## config.mk

```make
export PLATFORM = sky130hd
export DESIGN_NAME = multdiv_ctrl
export DESIGN_NICKNAME = d
export VERILOG_FILES = /design/src/rtl/multdiv_pkg.sv /design/src/rtl/md_cycle_counter.sv /design/src/rtl/md_en_reg.sv /design/src/rtl/multdiv_ctrl.sv
export SDC_FILE = /design/constraint.sdc
export NUM_CORES = 1
export LEC_CHECK = 0
export BUFFER_PORTS_ARGS = -buffer_cell sky130_fd_sc_hd__buf_2
export CORE_UTILIZATION = 51
export CTS_BUF_LIST = sky130_fd_sc_hd__clkbuf_2
export DETAILED_ROUTE_END_ITERATION = 12
export HOLD_SLACK_MARGIN = 0.02
export PLACE_DENSITY = 0.91
export RECOVER_POWER = 25
export SETUP_SLACK_MARGIN = 0.3
export SYNTH_ARGS = -nofsm -noshare
export SYNTH_HDL_FRONTEND = slang
export SYNTH_SLANG_ARGS = --single-unit
```

## constraint.sdc

```tcl
create_clock -name clock -period 4.04 [get_ports clock]
set_input_delay 0.202 -clock clock [delete_from_list [all_inputs] [get_ports clock]]
set_output_delay 0.202 -clock clock [all_outputs]
set_load 0.05 [all_outputs]
```

## src/rtl/multdiv_pkg.sv

```systemverilog
// Shared types and constants for the multdiv issue/writeback controller.
package multdiv_pkg;

  typedef enum logic [1:0] {
    ST_IDLE  = 2'd0,
    ST_START = 2'd1,
    ST_WAIT  = 2'd2,
    ST_DONE  = 2'd3
  } md_state_e;

  localparam int          CNT_W             = 8;
  localparam logic [4:0]  RSTATUS_REG_DEF   = 5'd30;
  localparam logic [31:0] MULT_EXC_CODE_DEF = 32'd4;
  localparam logic [31:0] DIV_EXC_CODE_DEF  = 32'd5;

  function automatic logic [31:0] exc_code(input logic is_div,
                                           input logic [31:0] mult_code,
                                           input logic [31:0] div_code);
    return is_div ? div_code : mult_code;
  endfunction

endpackage

```

## src/rtl/md_cycle_counter.sv

```systemverilog
// Watchdog counter: clear wins over enable; tc flags count == TIMEOUT-1.
module md_cycle_counter
  import multdiv_pkg::*;
#(
  parameter int TIMEOUT = 64
) (
  input  logic clock,
  input  logic reset,
  input  logic clr,
  input  logic en,
  output logic tc
);

  localparam logic [CNT_W-1:0] TC_VAL = CNT_W'(TIMEOUT - 1);

  logic [CNT_W-1:0] count_q, count_d;

  always_comb begin
    count_d = count_q;
    if (clr)     count_d = '0;
    else if (en) count_d = count_q + 1'b1;
  end

  always_ff @(posedge clock or posedge reset) begin
    if (reset) count_q <= '0;
    else       count_q <= count_d;
  end

  assign tc = (count_q == TC_VAL);

endmodule

```

## src/rtl/md_en_reg.sv

```systemverilog
// Enable register primitive with async active-high clear.
module md_en_reg #(
  parameter int W = 32
) (
  input  logic         clock,
  input  logic         reset,
  input  logic         en,
  input  logic [W-1:0] d,
  output logic [W-1:0] q
);

  always_ff @(posedge clock or posedge reset) begin
    if (reset)   q <= '0;
    else if (en) q <= d;
  end

endmodule

```

## src/rtl/multdiv_ctrl.sv

```systemverilog
// Issue/writeback controller around multdiv: capture, one-cycle start pulse,
// stall until ready (or watchdog expiry), then a single writeback strobe.
module multdiv_ctrl
  import multdiv_pkg::*;
#(
  parameter logic [4:0]  RSTATUS_REG   = RSTATUS_REG_DEF,
  parameter logic [31:0] MULT_EXC_CODE = MULT_EXC_CODE_DEF,
  parameter logic [31:0] DIV_EXC_CODE  = DIV_EXC_CODE_DEF,
  parameter int          TIMEOUT       = 64
) (
  input  logic        clock,
  input  logic        reset,
  input  logic        in_valid,
  input  logic        in_is_div,
  input  logic [31:0] in_opA,
  input  logic [31:0] in_opB,
  input  logic [4:0]  in_rd,
  output logic        stall,
  output logic [31:0] md_opA,
  output logic [31:0] md_opB,
  output logic        md_ctrl_MULT,
  output logic        md_ctrl_DIV,
  input  logic [31:0] md_result,
  input  logic        md_exception,
  input  logic        md_resultRDY,
  output logic        wb_valid,
  output logic [4:0]  wb_rd,
  output logic [31:0] wb_data,
  output logic        busy
);

  md_state_e   state_q, state_d;
  logic        cap_en, res_en, cnt_clr, cnt_en, cnt_tc;
  logic        is_div_q, exc_q, exc_d;
  logic [4:0]  rd_q;
  logic [31:0] result_q;

  always_ff @(posedge clock or posedge reset) begin
    if (reset) state_q <= ST_IDLE;
    else       state_q <= state_d;
  end

  // A watchdog expiry without ready is reported as an exception.
  assign exc_d = md_resultRDY ? md_exception : 1'b1;

  md_en_reg #(.W(32)) u_opa_reg (.clock, .reset, .en(cap_en), .d(in_opA),    .q(md_opA));
  md_en_reg #(.W(32)) u_opb_reg (.clock, .reset, .en(cap_en), .d(in_opB),    .q(md_opB));
  md_en_reg #(.W(5))  u_rd_reg  (.clock, .reset, .en(cap_en), .d(in_rd),     .q(rd_q));
  md_en_reg #(.W(1))  u_div_reg (.clock, .reset, .en(cap_en), .d(in_is_div), .q(is_div_q));
  md_en_reg #(.W(32)) u_res_reg (.clock, .reset, .en(res_en), .d(md_result), .q(result_q));
  md_en_reg #(.W(1))  u_exc_reg (.clock, .reset, .en(res_en), .d(exc_d),     .q(exc_q));

  md_cycle_counter #(.TIMEOUT(TIMEOUT)) u_wdog (
    .clock (clock),
    .reset (reset),
    .clr   (cnt_clr),
    .en    (cnt_en),
    .tc    (cnt_tc)
  );

  always_comb begin
    state_d      = state_q;
    cap_en       = 1'b0;
    res_en       = 1'b0;
    cnt_clr      = 1'b0;
    cnt_en       = 1'b0;
    stall        = 1'b0;
    md_ctrl_MULT = 1'b0;
    md_ctrl_DIV  = 1'b0;
    wb_valid     = 1'b0;
    wb_rd        = '0;
    wb_data      = '0;
    unique case (state_q)
      ST_IDLE: begin
        stall = in_valid & ~reset;
        if (in_valid) begin
          cap_en  = 1'b1;
          state_d = ST_START;
        end
      end
      ST_START: begin
        stall        = 1'b1;
        md_ctrl_MULT = ~is_div_q;
        md_ctrl_DIV  = is_div_q;
        cnt_clr      = 1'b1;
        state_d      = ST_WAIT;
      end
      ST_WAIT: begin
        stall  = 1'b1;
        cnt_en = 1'b1;
        if (md_resultRDY || cnt_tc) begin
          res_en  = 1'b1;
          state_d = ST_DONE;
        end
      end
      ST_DONE: begin
        // in_valid still shows the completing instruction here, so no capture.
        wb_valid = 1'b1;
        wb_rd    = exc_q ? RSTATUS_REG : rd_q;
        wb_data  = exc_q ? exc_code(is_div_q, MULT_EXC_CODE, DIV_EXC_CODE) : result_q;
        state_d  = ST_IDLE;
      end
      default: state_d = ST_IDLE;
    endcase
  end

  assign busy = (state_q != ST_IDLE);

endmodule

```

## Yosys cells after proc, flatten, opt, wreduce, memory -nomap -nowiden

Cells that the tools add are included.

- Register bits after elaboration: 113
- Input bits: 107
- Output and inout bits: 106
- Word-level logic and storage cells: 45

- Add/sub/neg operators: 1
- Eq/ne operators: 6
- Multiplexer cells: 21
- Bitwise logic cells: 3
- Reductions and logical operators: 6

Operators by type and width:

| cell | number |
|---|---|
| 32-bit 2-to-1 mux | 2 |
| 8-bit 2-to-1 mux | 2 |
| 1-bit 2-to-1 mux | 11 |
| 5-bit 2-to-1 mux | 2 |
| 8-bit by 1-bit adder with 8-bit output, second input constant | 1 |
| 8-bit by 6-bit == test with 1-bit output, second input constant | 1 |
| 2-bit one-hot mux with 4 select lines | 1 |
| 2-bit == test, second input constant | 2 |
| 2-bit 2-to-1 mux | 2 |
| 2-bit inequality test, second input constant | 2 |
| 2-bit nonzero test | 2 |
| 2-bit by 1-bit == test with 1-bit output, second input constant | 1 |
| 2-bit logical NOT | 1 |
| 1-bit inverter | 2 |
| 1-bit one-hot mux with 2 select lines | 1 |
| 2-bit AND reduction | 1 |
| 2-bit OR reduction | 1 |
| 1-bit bitwise AND | 1 |
| 1-bit logical OR | 1 |

## Depth between registers and ports, before layout

- Depth after elaboration: 4
- Gate-level depth with buffers: 6

## By module

A second synthesis with hierarchy kept.

- Cell total of the unflattened synthesis: 329
- Area, all modules: 5215.0 um^2

By module, submodules not included:

| module | times used | cells each | area an instance (um^2) | sequential area each (um^2) |
|---|---|---|---|---|
| md_en_reg (u_opa_reg ...) | 3 | 69 | 1348.8 | 800.8 |
| multdiv_ctrl | 1 | 66 | 504.2 | 50.0 |
| md_cycle_counter | 1 | 39 | 391.6 | 200.2 |
| md_en_reg (u_rd_reg) | 1 | 11 | 185.2 | 125.1 |
| md_en_reg (u_div_reg ...) | 2 | 3 | 43.8 | 25.0 |

## Worst setup path before layout

OpenSTA, ideal clock, no wires.

- Kind: input port to output port
- From: in reset
- To: out stall
- Arrival time: 3536 ps
- Setup slack: 302 ps
- Stages on the path: 3
- Path buffers: 0
- Cells stage by stage: inv_1 -> a31oi_1 -> nor2_1

- Word-level cells in the longest chain between the ends: 3

RTL lines:

| item | line | source |
|---|---|---|
| start: declaration | multdiv_ctrl.sv:12 | `input logic reset,` |
| 1-bit inverter | multdiv_ctrl.sv:75 | `stall = in_valid & ~reset;` |
| 1-bit bitwise AND | multdiv_ctrl.sv:75 |  |
| 1-bit one-hot mux with 2 select lines | multdiv_ctrl.sv:73 | `unique case (state_q)` |
| end: declaration | multdiv_ctrl.sv:18 | `output logic stall,` |

Every way passes these cells.

## Final worst setup path

- From: reg state_q[1]
- To: out wb_data[27]

- Word-level cells in the longest chain between the ends: 2

RTL lines:

| item | line | source |
|---|---|---|
| start: declaration | multdiv_ctrl.sv:32 | `md_state_e state_q, state_d;` |
| start signal: assignment | multdiv_ctrl.sv:40 | `else state_q <= state_d;` |
| 2-bit == test | multdiv_ctrl.sv:73 |  |
| 32-bit 2-to-1 mux | multdiv_ctrl.sv:73 |  |
| end: declaration | multdiv_ctrl.sv:28 | `output logic [31:0] wb_data,` |

Every way passes these cells.

==> summary.md <==
| Metric | Value |
|---|---|
| Die area | 11100 um2 |
| Slew HR | -22.4% |
| Pre-antenna DRT Iters | 6 |
| Setup bufs post-CTS | 0 |
| IO buf count | 212 |
| Core area | 10400 um2 |
| Final Hold Fails | 0 |
| Final period util | 79.7% |
| Number of vias per cell | 5.51 |
| Grt total ovfl | 0 |
| Max Slew Vio Count | 76 |
| CTS Root Buffer Type | clkbuf_2 |
| CTS-repair resized insts | 0 |
| Clk slew on worst S/H paths | 0.21 ns |
| Switching pwr | 3.81 mW |
| Die height | 105 um |
| Die width | 105 um |
| Final setup margin | 0.818 ns |
| Initial Util | 52.7% |
| Critical Path AT | 3.02 ns |
| First-pass GRT wire length | 29300 um |
| Cell taking the most area after synthesis | dfrtp_1 |
| Clock power share | 12.3% |
| CTS Buf Count | 17 |
| CP Class | register to primary output |
| Clock skew | 0.0505 ns |
| P_leak | 3.76 nW |
| Int Pwr | 3.24 mW |
| Most frequent cells in the layout | buf_2 (207), dfrtp_1 (113), dlygate4sd3_1 (105), mux2_2 (70), nand2_1 (37) |
| Fillers | 635 |
| Worst Setup End Kind | primary output |
| Layout cells sized above 1 | 40.1% |
| Sw Ratio | 54.0% |
| Failing checks | capacitance limit, slew limit |
| Flops & latches, synth | 113 |
| Status | complete, but fails checks |
| Most common cell after layout, fill and taps aside | buf_2 |
| Worst skew pair latency | 0.75 ns |
| Drt wl/cell | 20.3 um |
| Setup TNS | 0 ns |
| CTS Hold Bufs | 105 |
| Share of the synthesized area in the top cell type | 51.8% |
| # setup viols final | 0 |
| WP data required | 3.84 ns |
| P&R area growth vs syn | 44.1% |
| H-tree Lvls | 4 |
| Syn nets | 592 |
| Via Count | 5167 |
| Drt first-iter violations | 516 |
| Detail Route Antenna Nets | 0 |
| CTS Buffer Depth | 2 |
| Register area | 2830 um2 |
| Post-Syn Area | 5460 um2 |
| Total of max-cap violations | 1 |
| Critical-path top delay cell | nor2b_2 |
| CP startpoint | state_q[1]$_DFFE_PP0P_ |
| Max FO, Critical Path | 31 |
| I/O Pins | 213 |
| Vias in the first global route | 5480 |
| Flop pwr share | 29.7% |
| Post-route DRC | 0 |
| Setup crit start kind | register |
| Largest stage delay, worst path | 0.91 ns |
| Row count | 37 |
| Final HPWL DP | 9820 um |
| Critical path, cell by cell | ha_1 -> nor2b_2 -> and2_1 -> buf_2 |
| Synth top area cells | dfrtp_1 (52%), mux2_2 (14%), o211ai_1 (4.1%) |
| Combinational power share | 58.0% |
| Peak supply drop | 0.000827 V |
| GRT Total Usage | 35.4% |
| Mapped Avg Cell Area | 11.4 um2 |
| Multi-input logic area | 2440 um2 |
| Routed wire length | 19000 um |
| Final #Nets | 900 |
| Cell Pwr Density | 895 nW/um2 |
| Highest Clock Rate | 310 MHz |
| Seq/Total Area, Yosys | 51.8% |
| Distinct cell type count after synthesis | 41 |
| Largest net degree at the start of global routing | 76 |
| Hold crit path type | primary input to asynchronous set/reset pin |
| CTS Sinks | 113 |
| Initial antenna violation count | 1 |
| Synth Instances | 479 |
| GP Congestion | 0.789 |
| Yosys Warn Count | 0 |
| Final Total Pwr | 7.05 mW |
| Unrepaired setup endpoints after global routing | false |
| R2R Path Start | state_q[1]$_DFFE_PP0P_ |
| Tmin final | 3.22 ns |
| CTS tree | built |
| Setup WS pre-CTS | 1.59 ns |
| Slew of the pin with the lowest slew margin | 1.84 ns |
## cell usage after synthesis, drive strengths merged
| master | instances |
|---|---|
| a21o | 1 |
| a21oi | 2 |
| a311o | 1 |
| a31oi | 2 |
| and2 | 32 |
| and2b | 20 |
| and3 | 2 |
| and3b | 1 |
| and4 | 1 |
| and4bb | 1 |
| buf | 12 |
| clkbuf | 18 |
| dfrtp | 113 |
| dlymetal6s4s | 1 |
| ha | 6 |
| inv | 8 |
| mux2 | 70 |
| mux2i | 6 |
| nand2 | 38 |
| nand2b | 31 |
| nand3 | 4 |
| nand3b | 1 |
| nand4 | 2 |
| nand4bb | 1 |
| nor2 | 3 |
| nor2b | 16 |
| nor3 | 1 |
| o211ai | 32 |
| o21a | 5 |
| o21ai | 36 |
| o221ai | 1 |
| o22ai | 2 |
| o311ai | 1 |
| o31a | 1 |
| or2b | 7 |
## power groups by stage
stage                     sequential [mW]  combinational [mW]  clock [mW]
final                                2.10                4.09       0.865
after global routing                 2.14                4.26       0.921
after CTS                            2.01                3.97       0.851
after detailed placement             2.02                3.88           0
after global placement               1.97                3.78           0
after floorplan                      3.10                1.91           0
## sequential cells by signal, summed over array words and instances, names as in the netlist
name / count
u_exc_reg.q: 1
u_div_reg.q: 1
u_wdog.count_q: 8
u_opa_reg.q: 32
u_opb_reg.q: 32
u_rd_reg.q: 5
state_q: 2
u_res_reg.q: 32
## cells by family (layout without fill, tap and decap cells)
logic type	after synthesis	after routing	share of synthesized area [%]
buf+inv	39	360	3.60
flops	113	113	51.8
compound gates	84	84	10.2
fa+ha+maj	6	6	1.37
simple gates	161	161	17.5
other cells	0	1	0
mux	76	76	15.5
## per-layer routing
layer | wire length, um | global-route usage [%] | vias to the layer above
met4 | 1200 | 22.7 | 0
li1 | - | - | 2276
met1 | 6960 | 39.6 | 2507
met5 | 0 | 0 | -
met3 | 1300 | 8.60 | 81
met2 | 9540 | 60.4 | 303
## worst max-delay path: cells and delay by family (launching register included)
kind	cells	cell delay (ns)
adders and majority gates	1	0.39
DFF	1	0.47
and+or+nand+nor	2	1.16
buffers and inverters	1	0.27
## layout make-up
cell class / instances / share of cell area (%)
inverter: 8 / 0.413
sequential: 113 / 35.9
antenna: 1 / 0.0318
multi-input combinational: 327 / 31.1
clock buffer: 17 / 1.08
clock inverter: 15 / 2.31
timing repair buffer: 320 / 27.0
tap: 136 / 2.16
## metrics by stage
step           instance area (um2)  utilization [%]  hold WS [ns]  instances
3_5_place_dp                  6560             63.2         0.280        799
6_report                      7870             75.9        0.0647        937
3_3_place_gp                  6560             63.2         0.266        799
2_1_floorplan                 5460                -         0.353        479
5_1_grt                       7870             75.9        0.0874        937
4_1_cts                       7880             76.0        0.0428        936
## final timing paths
path                       cells past startpoint  slack, ns                       endpoint
min reg2reg                                    2       0.54    u_res_reg.q[24]$_DFFE_PP0P_
min in group clock                             4       0.15    u_res_reg.q[23]$_DFFE_PP0P_
max reg2reg                                    5       1.46     u_opa_reg.q[9]$_DFFE_PP0P_
max                                            4       0.82                    wb_data[27]
max in group asynchronous                      4       1.77  u_wdog.count_q[2]$_DFFE_PP0P_
min                                            3       0.06    u_opa_reg.q[17]$_DFFE_PP0P_
(Power assumes the default switching activity.)
